**src/rtl/hood_mode_scheduler.sv**
```systemverilog
// Range-hood fan mode scheduler: mode FSM with per-second timers for hurricane,
// self-clean and cooldown, driving fan level and the clean actuator.
module hood_mode_scheduler #(
  parameter int unsigned TICKS_PER_SEC = 100000000,
  parameter int unsigned HURRICANE_SEC = 60,
  parameter int unsigned CLEAN_SEC     = 180,
  parameter int unsigned COOLDOWN_SEC  = 60
) (
  input  logic       clk,
  input  logic       reset,
  input  logic       power_state,
  input  logic       menu_key,
  input  logic       level1_key,
  input  logic       level2_key,
  input  logic       level3_key,
  input  logic       clean_key,
  output logic [2:0] mode,
  output logic [1:0] fan_level,
  output logic       clean_active,
  output logic [7:0] sec_left,
  output logic       hurricane_used,
  output logic       clean_done
);

  localparam int unsigned TW = (TICKS_PER_SEC > 1) ? $clog2(TICKS_PER_SEC) : 1;
  localparam logic [TW-1:0] TICK_MAX = TW'(TICKS_PER_SEC - 1);

  typedef enum logic [2:0] {
    S_OFF       = 3'd0,
    S_STANDBY   = 3'd1,
    S_MENU      = 3'd2,
    S_L1        = 3'd3,
    S_L2        = 3'd4,
    S_HURRICANE = 3'd5,
    S_CLEAN     = 3'd6,
    S_COOLDOWN  = 3'd7
  } mode_t;

  mode_t          state, state_d;
  logic [TW-1:0]  tick_cnt, tick_d;
  logic [7:0]     sec_d;
  logic           hu_d;
  logic           done_d;
  logic [1:0]     fan_d;
  logic           clean_d;
  logic           timed;

  assign mode = state;

  always_ff @(posedge clk or negedge reset) begin
    if (!reset) begin
      state          <= S_OFF;
      tick_cnt       <= '0;
      sec_left       <= '0;
      hurricane_used <= 1'b0;
      clean_done     <= 1'b0;
      fan_level      <= '0;
      clean_active   <= 1'b0;
    end else begin
      state          <= state_d;
      tick_cnt       <= tick_d;
      sec_left       <= sec_d;
      hurricane_used <= hu_d;
      clean_done     <= done_d;
      fan_level      <= fan_d;
      clean_active   <= clean_d;
    end
  end

  always_comb begin
    state_d = state;
    tick_d  = tick_cnt;
    sec_d   = sec_left;
    hu_d    = hurricane_used;
    done_d  = 1'b0;
    timed   = (state == S_HURRICANE) || (state == S_CLEAN) || (state == S_COOLDOWN);

    if (timed) begin
      if (tick_cnt == TICK_MAX) begin
        tick_d = '0;
        if (sec_left != '0) sec_d = sec_left - 8'd1;
      end else begin
        tick_d = tick_cnt + 1'b1;
      end
    end else begin
      tick_d = '0;
      sec_d  = '0;
    end

    case (state)
      S_OFF:     state_d = S_STANDBY;
      S_STANDBY: if (menu_key) state_d = S_MENU;
      S_MENU: begin
        // A consumed hurricane falls through so lower-priority keys still act
        if (clean_key) begin
          state_d = S_CLEAN;
          sec_d   = 8'(CLEAN_SEC);
          tick_d  = '0;
        end else if (level3_key && !hurricane_used) begin
          state_d = S_HURRICANE;
          sec_d   = 8'(HURRICANE_SEC);
          tick_d  = '0;
          hu_d    = 1'b1;
        end else if (level2_key) begin
          state_d = S_L2;
        end else if (level1_key) begin
          state_d = S_L1;
        end else if (menu_key) begin
          state_d = S_STANDBY;
        end
      end
      S_L1: begin
        if (level2_key)    state_d = S_L2;
        else if (menu_key) state_d = S_STANDBY;
      end
      S_L2: begin
        if (level1_key)    state_d = S_L1;
        else if (menu_key) state_d = S_STANDBY;
      end
      S_HURRICANE: begin
        if (sec_left == '0) begin
          state_d = S_L2;
          sec_d   = '0;
          tick_d  = '0;
        end else if (menu_key) begin
          state_d = S_COOLDOWN;
          sec_d   = 8'(COOLDOWN_SEC);
          tick_d  = '0;
        end
      end
      S_COOLDOWN: begin
        if (sec_left == '0) begin
          state_d = S_STANDBY;
          sec_d   = '0;
          tick_d  = '0;
        end
      end
      S_CLEAN: begin
        if (sec_left == '0) begin
          state_d = S_STANDBY;
          sec_d   = '0;
          tick_d  = '0;
          done_d  = 1'b1;
        end
      end
      default: state_d = S_OFF;
    endcase

    if (!power_state) begin
      state_d = S_OFF;
      sec_d   = '0;
      tick_d  = '0;
      hu_d    = 1'b0;
      done_d  = 1'b0;
    end

    case (state_d)
      S_L1:                   fan_d = 2'd1;
      S_L2:                   fan_d = 2'd2;
      S_HURRICANE, S_COOLDOWN: fan_d = 2'd3;
      default:                fan_d = 2'd0;
    endcase
    clean_d = (state_d == S_CLEAN);
  end

endmodule

```
**config.mk**
```make
export PLATFORM = sky130hd
export DESIGN_NAME = hood_mode_scheduler
export DESIGN_NICKNAME = d
export VERILOG_FILES = /design/src/rtl/hood_mode_scheduler.sv
export SDC_FILE = /design/constraint.sdc
export NUM_CORES = 1
export LEC_CHECK = 0
export CELL_PAD_IN_SITES_DETAIL_PLACEMENT = 1
export CELL_PAD_IN_SITES_GLOBAL_PLACEMENT = 1
export CORE_UTILIZATION = 47
export CTS_CLUSTER_SIZE = 28
export DETAILED_ROUTE_END_ITERATION = 12
export PLACE_DENSITY_LB_ADDON = 0.1
export RECOVER_POWER = 50
export SETUP_SLACK_MARGIN = 0.02
export SYNTH_ARGS = -nofsm -noshare
export SYNTH_HDL_FRONTEND = slang
export SYNTH_SLANG_ARGS = --single-unit
```
**constraint.sdc**
```tcl
create_clock -name clk -period 4.3 [get_ports clk]
set_input_delay 0.43 -clock clk [delete_from_list [all_inputs] [get_ports clk]]
set_output_delay 0.43 -clock clk [all_outputs]
set_load 0.01 [all_outputs]
```
==> impl_metrics.py <==
metrics = {
    "sta": {
        "finalCriticalPeriod_ps": 2860,
        "grt_setup_unrepaired": "no",
        "hold-worst-slack_ps": 497,
        "hold_viol": 0,
        "fmax_mhz": 349,
        "setup_violations": 0,
        "fin_crit_sh_pct": 66.6,
        "worstMarginPinSlew_ps": 2310,
        "fin_tns_setup_ps": 0,
        "clock_skew_ps": 6.03,
        "relSlewSlack_pct": -54.1,
        "maxSlewViolCount": 44,
    },
    "setup_path": {
        "critPathMaxFanout": 26,
        "crit_path_start_kind": "flip-flop",
        "r2r-start": "sec_left[3]$_DFF_PN0_",
        "r2r_cells": 5,
        "cp_cell_sequence": "or4_4, or3_1, o2111ai_1, nand2b_1, nor2_1",
        "reg2reg_setup_slack_ps": 1440,
        "crit_type": "flip-flop to flip-flop",
        "max_stage_delay_ps": 840,
        "r2r_end": "tick_cnt[25]$_DFF_PN0_",
        "crit_required_ps": 4440,
        "worstSetupEndpointType": "flip-flop",
        "critPathSlowestCell": "nand2b_1",
        "worstPathArrival_ps": 3000,
    },
    "yosys": {
        "syn-num-nets": 264,
        "synth-async-reset-ratio_pct": 100,
        "synth_seq_cells": 43,
        "synthCells": 254,
        "synth_edf_count": 0,
        "yosysSeqAreaShare_pct": 46.0,
        "synth_cell_types": 47,
        "yosys-top-cells-area": "dfrtp_1 (46%), xnor2_1 (7.1%), nor2_1 (6.9%)",
        "synthFlopType": "dfrtp_1",
        "ys_warn_count": 0,
        "yosys.area.top_type": "dfrtp_1",
        "syn-cell-area_um2": 2340,
        "synth_top_area_share_pct": 46.0,
        "syn-mean-instance-area_um2": 9.22,
    },
    "floorplan": {
        "start_util_pct": 49.2,
        "die_area_um2": 5270,
        "core_region_area_um2": 4750,
        "rows": 25,
        "die_width_um": 72.6,
        "die_height_um": 72.6,
        "io_pins": 24,
    },
    "clock_network": {
        "cts_hold_buf": 0,
        "cts_tree": "done",
        "cts_setup_buffers": 0,
        "clkLatencyLatePin_ps": 300,
        "clock-sinks": 43,
        "clk_path_buf_depth": 2,
        "clock-root-buffer": "clkbuf_8",
        "clk_pin_slew_ps": 80,
        "cts_buffers": 5,
        "cts.repair.resized": 0,
        "cts_max_level": 2,
    },
    "grt": {
        "grt_max_degree": 44,
        "grt_pass1_vias": 1980,
        "grt_pass1_wl_um": 9830,
        "antenna_found_initial": 0,
        "grt_usage_pct": 24.8,
        "grt_overflow_total": 0,
    },
    "drt": {
        "avgViaCountPerCell": 5.59,
        "wl_per_cell_um": 16.8,
        "drt-initial-drc-count": 86,
        "drc_errors": 0,
        "antenna_left": 0,
        "wirelength_um": 5740,
        "via_count": 1911,
        "first_pass_iters": 4,
    },
    "outcome": {
        "status": "finished with violations",
        "violations": "capacitance limit, slew limit",
    },
    "min_path": {
        "worstHoldStart": "tick_cnt[0]$_DFF_PN0_",
        "whs_endpoint": "tick_cnt[0]$_DFF_PN0_",
        "holdPathStages": 1,
        "hp-class": "flip-flop to flip-flop",
    },
    "finish": {
        "final_cell_count_no_fill": 342,
        "nNetsFinal": 285,
        "drive_gt1_share_pct": 6.91,
        "fin_util_pct": 56.7,
        "synthToLayoutAreaGrowth_pct": 15.2,
        "antenna-diode-count": 0,
        "final_area_um2": 2700,
    },
    "placement": {
        "dp_hpwl_um": 4150,
        "gp_congestion": 0.824,
        "portBuffers": 23,
        "dp_cells": 335,
        "dpl-instance-area_um2": 2610,
    },
    "power_and_ir_drop": {
        "power.density_nw_per_um2": 312,
        "max-vdd-ir-drop_mv": 0.241,
        "p_leak_nw": 1.07,
    },
    "job": {
        "maxCapViolCount": 1,
    },
}
-- report_power, final --
part           leakage, nW  switching, mW  internal [mW]  total, mW
clock               0.0470          0.140          0.126      0.266
combinational        0.426         0.0751         0.0635      0.139
sequential           0.597         0.0227          0.415      0.438
total                 1.07          0.238          0.605      0.842
-- registers in the layout, summed over array words and instances, names as in the netlist --
signal / flops
sec_left: 8
hurricane_used: 1
clean_active: 1
tick_cnt: 27
clean_done: 1
mode: 3
fan_level: 2
-- cell usage in the layout (no fill, tap or decap), types with 3 or more instances in the layout --
cell	netlist	routed
nor3_1	10	10
xor2_1	11	11
dfrtp_1	43	43
clkbuf_8	0	6
nor4_1	7	7
a21oi_1	5	5
nand4_1	8	8
or3_1	4	4
nand3_1	10	10
and3_1	3	3
nor2_1	43	43
or4_1	5	5
o21ai_0	9	9
nand2b_1	4	4
xnor2_1	19	19
dlygate4sd3_1	0	8
inv_1	12	12
nand2_1	15	15
clkdlybuf4s50_1	0	14
nor2b_1	3	3
-- stage by stage --
step                setup WS [ps]  power (mW)
finish                       1440       0.842
global route                 1190       0.876
CTS                          1420       0.852
detailed placement           1450       0.585
global placement             1590       0.582
floorplan                    2030       0.524
-- synthesized netlist by cell type (2+ instances only) --
cell / number
dfrtp_1: 43
nor2_1: 43
xnor2_1: 19
nand2_1: 15
inv_1: 12
xor2_1: 11
nand3_1: 10
nor3_1: 10
o21ai_0: 9
nand4_1: 8
nor4_1: 7
a21oi_1: 5
clkbuf_1: 5
or4_1: 5
buf_2: 4
nand2b_1: 4
or3_1: 4
and3_1: 3
nor2b_1: 3
a31oi_1: 2
and2_1: 2
ha_1: 2
o211ai_1: 2
or2_2: 2
or3_2: 2
-- routing by layer --
metal  routed length (µm)  track usage, %  part of all wire (%)  up-vias
met2                 2840            39.7                    49       30
li1                     -               -                     -      926
met5                    0               0                     0        -
met1                 2670            33.6                    47      946
met4                   78            8.50                   1.4        0
met3                  150            4.97                   2.6        9
-- kinds of logic (layout without fill, tap and decap cells) --
group / count (synthesis) / after routing / share of synthesized area, %
adders and majority gates: 2 / 2 / 1.07
buffers and inverters: 21 / 42 / 3.58
DFF: 43 / 43 / 46.0
AOI/OAI and AO/OA: 30 / 30 / 9.03
and+or+nand+nor: 127 / 127 / 28.7
xor gates and xnor gates: 30 / 30 / 11.2
muxes: 1 / 1 / 0.428
-- worst max-delay path, delay by kind of cell, from the launching register on --
kind,cells,cell delay (ps)
simple gates,4,1960
flops,1,440
compound gates,1,300
-- worst max path at each step --
stage                             end  slack (ps)             startpoint
2_1_floorplan  clean_active$_DFF_PN0_        2030  sec_left[3]$_DFF_PN0_
3_3_place_gp   tick_cnt[25]$_DFF_PN0_        1590  sec_left[3]$_DFF_PN0_
3_5_place_dp   tick_cnt[10]$_DFF_PN0_        1450  sec_left[3]$_DFF_PN0_
4_1_cts        tick_cnt[10]$_DFF_PN0_        1420  sec_left[3]$_DFF_PN0_
5_1_grt        tick_cnt[25]$_DFF_PN0_        1190  sec_left[3]$_DFF_PN0_
6_report       tick_cnt[25]$_DFF_PN0_        1440  sec_left[3]$_DFF_PN0_
-- area by class of cell --
type                       count  area (µm²)
fill                         561        2060
clock buffer                   6        82.6
multi-input combinational    190        1180
inverter                      12        45.0
tap                           67        83.8
clock inverter                 1        5.00
timing repair buffer          23         224
sequential                    43        1080
Note: power is estimated with default switching activity, not from simulation.
